--- src/rtl/load_store_unit.sv ---
// Sub-word load/store sequencer in front of a 16-byte big-endian word memory.
// Sub-word stores run as read-modify-write; loads are lane-extracted and extended.
module load_store_unit (
    input  logic        clk,
    input  logic        rst_n,
    input  logic        req_valid,
    output logic        req_ready,
    input  logic        req_we,
    input  logic [1:0]  req_size,
    input  logic        req_unsigned,
    input  logic [3:0]  req_addr,
    input  logic [31:0] req_wdata,
    output logic        rsp_valid,
    output logic [31:0] rsp_rdata,
    output logic        rsp_err,
    output logic [3:0]  mem_byte_addr,
    output logic [31:0] mem_wdata,
    output logic        mem_e_read,
    output logic        mem_e_write,
    input  logic [31:0] mem_rdata
);
    localparam int unsigned DATA_W = 32;
    localparam int unsigned ADDR_W = 4;
    localparam int unsigned SIZE_W = 2;

    localparam logic [SIZE_W-1:0] SZ_BYTE = 2'b00;
    localparam logic [SIZE_W-1:0] SZ_HALF = 2'b01;
    localparam logic [SIZE_W-1:0] SZ_WORD = 2'b10;

    typedef enum logic [1:0] {S_IDLE, S_RD, S_WR, S_RESP} state_e;

    state_e              state_q, state_d;
    logic                we_q;
    logic [SIZE_W-1:0]   size_q;
    logic                uns_q;
    logic [ADDR_W-1:0]   addr_q;
    logic [DATA_W-1:0]   wdata_q;
    logic [DATA_W-1:0]   merge_q;
    logic [DATA_W-1:0]   rdata_q;

    logic [1:0]          lane;
    logic [7:0]          byte_lane;
    logic [15:0]         half_lane;
    logic [DATA_W-1:0]   load_ext;
    logic [DATA_W-1:0]   merged;
    logic                err_cap;

    // Misaligned halfword/word or reserved size.
    function automatic logic is_err(input logic [SIZE_W-1:0] size, input logic [1:0] off);
        logic e;
        e = 1'b0;
        case (size)
            SZ_BYTE: e = 1'b0;
            SZ_HALF: e = off[0];
            SZ_WORD: e = (off != 2'b00);
            default: e = 1'b1;
        endcase
        return e;
    endfunction

    assign lane    = addr_q[1:0];
    assign err_cap = is_err(size_q, addr_q[1:0]);

    always_ff @(posedge clk) begin
        if (!rst_n) begin
            state_q <= S_IDLE;
        end else begin
            state_q <= state_d;
        end
    end

    always_comb begin
        state_d = state_q;
        case (state_q)
            S_IDLE: begin
                if (req_valid) begin
                    if (is_err(req_size, req_addr[1:0])) begin
                        state_d = S_RESP;
                    end else if (req_we && (req_size == SZ_WORD)) begin
                        state_d = S_WR;
                    end else begin
                        state_d = S_RD;
                    end
                end
            end
            S_RD:    state_d = we_q ? S_WR : S_RESP;
            S_WR:    state_d = S_RESP;
            S_RESP:  state_d = S_IDLE;
            default: state_d = S_IDLE;
        endcase
    end

    // Lane extraction from the word being read (big-endian: offset 0 is the MSB).
    always_comb begin
        byte_lane = 8'h00;
        case (lane)
            2'd0:    byte_lane = mem_rdata[31:24];
            2'd1:    byte_lane = mem_rdata[23:16];
            2'd2:    byte_lane = mem_rdata[15:8];
            default: byte_lane = mem_rdata[7:0];
        endcase
        half_lane = lane[1] ? mem_rdata[15:0] : mem_rdata[31:16];
        load_ext  = mem_rdata;
        case (size_q)
            SZ_BYTE: load_ext = uns_q ? {24'h0, byte_lane} : {{24{byte_lane[7]}}, byte_lane};
            SZ_HALF: load_ext = uns_q ? {16'h0, half_lane} : {{16{half_lane[15]}}, half_lane};
            default: load_ext = mem_rdata;
        endcase
    end

    // Store word: merged read data for sub-word, raw store data for word.
    always_comb begin
        merged = merge_q;
        case (size_q)
            SZ_BYTE: begin
                case (lane)
                    2'd0:    merged[31:24] = wdata_q[7:0];
                    2'd1:    merged[23:16] = wdata_q[7:0];
                    2'd2:    merged[15:8]  = wdata_q[7:0];
                    default: merged[7:0]   = wdata_q[7:0];
                endcase
            end
            SZ_HALF: begin
                if (lane[1]) begin
                    merged[15:0] = wdata_q[15:0];
                end else begin
                    merged[31:16] = wdata_q[15:0];
                end
            end
            default: merged = wdata_q;
        endcase
    end

    always_ff @(posedge clk) begin
        if (!rst_n) begin
            we_q    <= 1'b0;
            size_q  <= '0;
            uns_q   <= 1'b0;
            addr_q  <= '0;
            wdata_q <= '0;
            merge_q <= '0;
            rdata_q <= '0;
        end else begin
            if ((state_q == S_IDLE) && req_valid) begin
                we_q    <= req_we;
                size_q  <= req_size;
                uns_q   <= req_unsigned;
                addr_q  <= req_addr;
                wdata_q <= req_wdata;
            end
            if (state_q == S_RD) begin
                if (we_q) begin
                    merge_q <= mem_rdata;
                end else begin
                    rdata_q <= load_ext;
                end
            end
        end
    end

    // Outputs decoded only from the state register and captured fields.
    always_comb begin
        req_ready     = 1'b0;
        rsp_valid     = 1'b0;
        rsp_rdata     = '0;
        rsp_err       = 1'b0;
        mem_byte_addr = '0;
        mem_wdata     = '0;
        mem_e_read    = 1'b0;
        mem_e_write   = 1'b0;
        case (state_q)
            S_IDLE: req_ready = 1'b1;
            S_RD: begin
                mem_e_read    = 1'b1;
                mem_byte_addr = {addr_q[3:2], 2'b00};
            end
            S_WR: begin
                mem_e_write   = 1'b1;
                mem_byte_addr = {addr_q[3:2], 2'b00};
                mem_wdata     = merged;
            end
            S_RESP: begin
                rsp_valid = 1'b1;
                rsp_err   = err_cap;
                rsp_rdata = (we_q || err_cap) ? '0 : rdata_q;
            end
            default: ;
        endcase
    end

endmodule

--- config.mk ---
export PLATFORM = sky130hd
export DESIGN_NAME = load_store_unit
export DESIGN_NICKNAME = d
export VERILOG_FILES = /design/src/rtl/load_store_unit.sv
export SDC_FILE = /design/constraint.sdc
export NUM_CORES = 1
export LEC_CHECK = 0
export ABC_AREA = 0
export CAP_MARGIN = 20
export CELL_PAD_IN_SITES_DETAIL_PLACEMENT = 1
export CELL_PAD_IN_SITES_GLOBAL_PLACEMENT = 2
export CORE_AREA = 2 2 145 147
export CTS_BUF_LIST = sky130_fd_sc_hd__clkbuf_8 sky130_fd_sc_hd__clkbuf_16
export DETAILED_ROUTE_END_ITERATION = 16
export DIE_AREA = 0 0 147 149
export PLACE_DENSITY = 0.88
export SLEW_MARGIN = 20
export SYNTH_ARGS = -nofsm -noshare
export SYNTH_HDL_FRONTEND = slang
export SYNTH_SLANG_ARGS = --single-unit
--- constraint.sdc ---
create_clock -name clk -period 2.2 [get_ports clk]
set_input_delay 0.55 -clock clk [delete_from_list [all_inputs] [get_ports clk]]
set_output_delay 0.55 -clock clk [all_outputs]
set_load 0.01 [all_outputs]
# [Yosys cells after proc, flatten, opt, wreduce, memory -nomap -nowiden]
# Index checks and enable logic that the tools add are counted.
[op_classes] eq_ne=10 n_mux=30 bitwise=1 reduce_logical=13
[ops] op="$mux 32" n=5
[ops] op="$pmux 32 s2" n=2
[ops] op="$mux 16" n=3
[ops] op="$mux 8" n=4
[ops] op="$pmux 8 s3" n=1
[ops] op="$eq 2x2->1 const B" n=5
[ops] op="$eq 2x1->1 const B" n=4
[ops] op="$logic_not 2->1" n=4
[ops] op="$mux 1" n=8
[ops] op="$pmux 2 s4" n=1
[ops] op="$mux 2" n=3
[ops] op="$pmux 1 s3" n=2
[ops] op="$mux 4" n=1
[ops] op="$reduce_and 2->1" n=2
[ops] op="$reduce_bool 2->1" n=2
[ops] op="$reduce_or 3->1" n=1
[ops] op="$logic_and 1x1->1" n=2
[ops] op="$ne 2x2->1 const B" n=1
[ops] op="$reduce_or 2->1" n=1
[ops] op="$logic_or 1x1->1" n=1
[ops] op="$not 1->1" n=1
[word_totals] regBits=106 inputBits=75 wordCells=62

# [Logic depth before layout (Yosys ltp)]
[depth] depth_word=7 mapped_depth=7

# [Worst setup path before layout]
# OpenSTA, ideal clock, no wires.
[synth_path] path_type="register -> output" from="reg addr_q[1]" to="out mem_wdata[10]" t_arrival_ns=1.357 t_required_ns=1.650 path_slack_ns=0.293 path_stages_with_launch=7 path_buffers=2 path_cell_list="dfxtp_1 > buf_6 > nand2b_1 > buf_2 > mux2_2 > a222oi_1 > nor2b_1"
[synth_via] elab_chain_cells=4 word_cells_on_any_way=5 classes_between="eq/ne (1); mux (4)"
[synth_rtl] item="start, declared" line="36" rtl="logic [ADDR_W-1:0] addr_q;"
[synth_rtl] item="start signal, assigned" line="148" rtl="addr_q <= req_addr;"
[synth_rtl] item="$eq 2x2->1" line="116" rtl="case (lane)"
[synth_rtl] item="$mux 8" line="116"
[synth_rtl] item="$pmux 32 s2 (*)" line="114" rtl="case (size_q)"
[synth_rtl] item="$mux 32 (*)" line="171" rtl="case (state_q)"
[synth_rtl] item="end, declared" line="17" rtl="output logic [31:0] mem_wdata,"
# Every way passes the cells marked *; elsewhere a longest branch is shown, timed or not.

# [Final worst setup path]
[layout_path] from="reg size_q[0]" to="out mem_wdata[9]"
[layout_via] elab_chain_cells=3 word_cells_on_any_way=4 classes_between="eq/ne (1); mux (2); reduce/logical (1)"
[layout_rtl] item="start, declared" line="34" rtl="logic [SIZE_W-1:0] size_q;"
[layout_rtl] item="start signal, assigned" line="146" rtl="size_q <= req_size;"
[layout_rtl] item="$eq 2x1->1 / $logic_not 2->1 (equally long branches)" line="114"
[layout_rtl] item="$pmux 32 s2 (*)" line="114"
[layout_rtl] item="$mux 32 (*)" line="171"
# Marks and branches as above.

==> impl_metrics.yaml <==
synth:
  synth_seq_cells: 106
  ys_top_cells_by_count: "nand2_1, dfxtp_1, a21boi_0"
  synth_warnings: 0
  syn_area_um2: 5590
  synthCells: 695
  synth_most_common_cell: "nand2_1"
  async_flop_share_pct: 0
  synth-edff-count: 0
  syn_avg_cell_area_um2: 8.04
  yosysTopAreaCell: "dfxtp_1"
  synth_area_leaders: "dfxtp_1, nand2_1, a21boi_0, and2_1, o21ai_0"
  ys_types: 54
  synth.top_cell.area_share_pct: 38.0
  ys_seq_area_share_pct: 38.0
  yosys_most_used_dff: "dfxtp_1"
placement:
  portBuffers: 145
  dpl-instance-area_um2: 7710
  place_hpwl_um: 15800
  gp_congestion: 0.868
  dp.cells: 1125
route:
  drt_iter0_drc: 335
  wl_um: 22800
  ant_nets: 0
  drc: 0
  num_vias: 5767
  drt-pass1-iter-count: 5
  post_drt_wl_per_cell_um: 19.5
  viasPerCell: 4.92
critical_path:
  r2r-end: "rdata_q[30]$_SDFFE_PN0P_"
  cp-end-kind: "output pin"
  r2r_slack_ps: 370
  worst_ep_arrival_time_ps: 1940
  cp_max_fo: 8
  cp.required_ps: 1650
  crit_chain: "and2_1 > or2_0 > buf_4 > a222oi_1 > nor2b_1 > buf_2"
  path_class: "register to output pin"
  r2r_cells: 7
  start_kind: "register"
  critPathMaxStageDelay_ps: 390
  critPathCapture: "mem_wdata[9]"
  cpMaxStageDelayCell: "dfxtp_4"
  worstSetupStartpoint: "size_q[0]$_SDFFE_PN0P_"
  r2r-start: "size_q[1]$_SDFFE_PN0P_"
finish:
  antenna_cells: 0
  fillers: 2433
  final_area_um2: 8750
  post-route-util_pct: 42.6
  finalNetCount: 970
  seqCellArea_um2: 2140
  multi_input_area_um2: 3580
  syn_to_final_growth_pct: 56.6
  drive_gt1_share_pct: 32.6
  final_cells: 1171
grt:
  grt_usage_pct: 19.9
  grt_pass1_wl_um: 33700
  grt_start_max_net_pins: 72
  grt_pass1_vias: 5793
  antenna_found_initial: 0
  grt-ovfl-total: 0
pwr:
  powerDensity_nw_per_um2: 951
  leakage_nw: 3.31
  power_mw: 8.32
  vdd_ir_drop_max_v: 0.000453
sta:
  slew_viol_final: 0
  setup_violations: 64
  setup_ws_ps: -285
  hold_slack_ps: 465
  fmax_mhz: 402
  fin_crit_sh_pct: 113
  finalHoldViolations: 0
  rsz0062_at_grt: "yes"
  max_slew_margin_pct: 65.0
  min_period_ps: 2490
  fin_worst_skew_ps: 17.6
  worstMarginPinSlew_ps: 525
cts:
  numClockSinks: 106
  clk_pin_slew_ps: 70
  cts_tree: "yes"
  postCtsHoldBufs: 0
  cts_buffers: 9
  clock-root-buffer: "clkbuf_16"
  clockBufferDepth: 2
  cts-htree-levels: 3
  clock_latency_ps: 360
outcome:
  violations: "setup timing"
  status: "finished, violations left"
floorplan:
  initial_core_util_pct: 27.2
  core_area_um2: 20600
  rows: 53
  die_w_um: 147
  pin_count: 148
  die_y_um: 149
  dieArea_um2: 21900
worst_hold_path:
  hold_class: "register to register"
  holdCritStartpoint: "wdata_q[17]$_SDFFE_PN0P_"
run:
  max_cap_viol_count: 0
-- power by group --
group          switching [mW]  internal, mW  total (mW)  leakage, nW
Combinational            2.03          1.83        3.86         2.28
Sequential              0.308          2.34        2.65        0.868
Clock                   0.803          1.00        1.80        0.157
Total                    3.14          5.17        8.32         3.31
-- sequential cells by signal (all words and copies together) (netlist names) --
signal and count:
we_q 1, size_q 2, merge_q 32, rdata_q 32
state_q 2, wdata_q 32, uns_q 1, addr_q 4
-- cell families after synthesis --
kind of cell             Yosys count  share of synthesized area [%]
other                              1                         0.0671
multiplexers                      32                           6.14
flip-flops                       106                           38.0
adder cells (fa/ha/maj)            4                          0.896
AND/OR/NAND/NOR                  272                           22.6
buffers and inverters             66                           5.73
AO/OA/AOI/OAI                    214                           26.6
-- worst max-delay path: cells and delay by family (launching register included) --
family / cells / cell delay [ps]
AOI/OAI and AO/OA: 1 / 360
buffers and inverters: 2 / 330
DFF: 1 / 390
and+or+nand+nor: 3 / 490
-- layer usage --
metal	wire length (um)	vias to the layer above	part of all wire [%]	track usage (%)
li1	-	2792	-	-
met1	10600	2801	47	27.5
met2	10800	147	47	32.1
met3	970	27	4.3	3.67
met4	369	0	1.6	5.43
met5	0	-	0	0
-- repair_timing --
item,4_1_cts,5_1_grt
setup buffers,20,10
resized for setup,258,173
gates cloned,1,2
endpoints found under the hold margin,0,0
pin swaps,14,48
setup endpoints to repair,70,67
-- cell usage in the layout (no fill, tap or decap), drive strengths merged, types with 7 or more instances in the layout --
cell type	synthesis	final
nand2	173	173
nand3	9	9
nand2b	11	11
and2	40	40
mux2i	17	17
nor2b	18	18
o21ai	49	49
a21boi	72	72
o31ai	9	9
o221ai	8	8
a31oi	10	10
a222oi	8	8
clkdlybuf4s50	0	74
a21oi	38	38
dfxtp	106	106
buf	22	162
mux2	15	15
a32oi	7	7
clkbuf	40	13
-- metrics by stage --
step | setup slack (ps) | TNS (ps)
floorplan | 293 | 0
global placement | -272 | -13160
detailed placement | -342 | -15080
CTS | -337 | -14110
global route | -333 | -14180
finish | -285 | -10780
-- worst min-delay path by stage --
stage                                    end  slack [ps]  cells past startpoint
global route          addr_q[3]$_SDFFE_PN0P_         490                      2
finish              wdata_q[17]$_SDFFE_PN0P_         460                      2
global placement      addr_q[2]$_SDFFE_PN0P_         450                      2
floorplan            rdata_q[5]$_SDFFE_PN0P_         440                      2
detailed placement  wdata_q[17]$_SDFFE_PN0P_         460                      2
CTS                 wdata_q[17]$_SDFFE_PN0P_         470                      2
-- cell type report --
type	instances	area share (%)
Tap cell	275	3.93
Timing Repair Buffer	246	26.9
Sequential cell	106	24.4
Clock inverter	7	1.07
Inverter	4	0.200
Multi-Input combinational cell	524	40.9
Clock buffer	9	2.57
(Power assumes the default switching activity.)
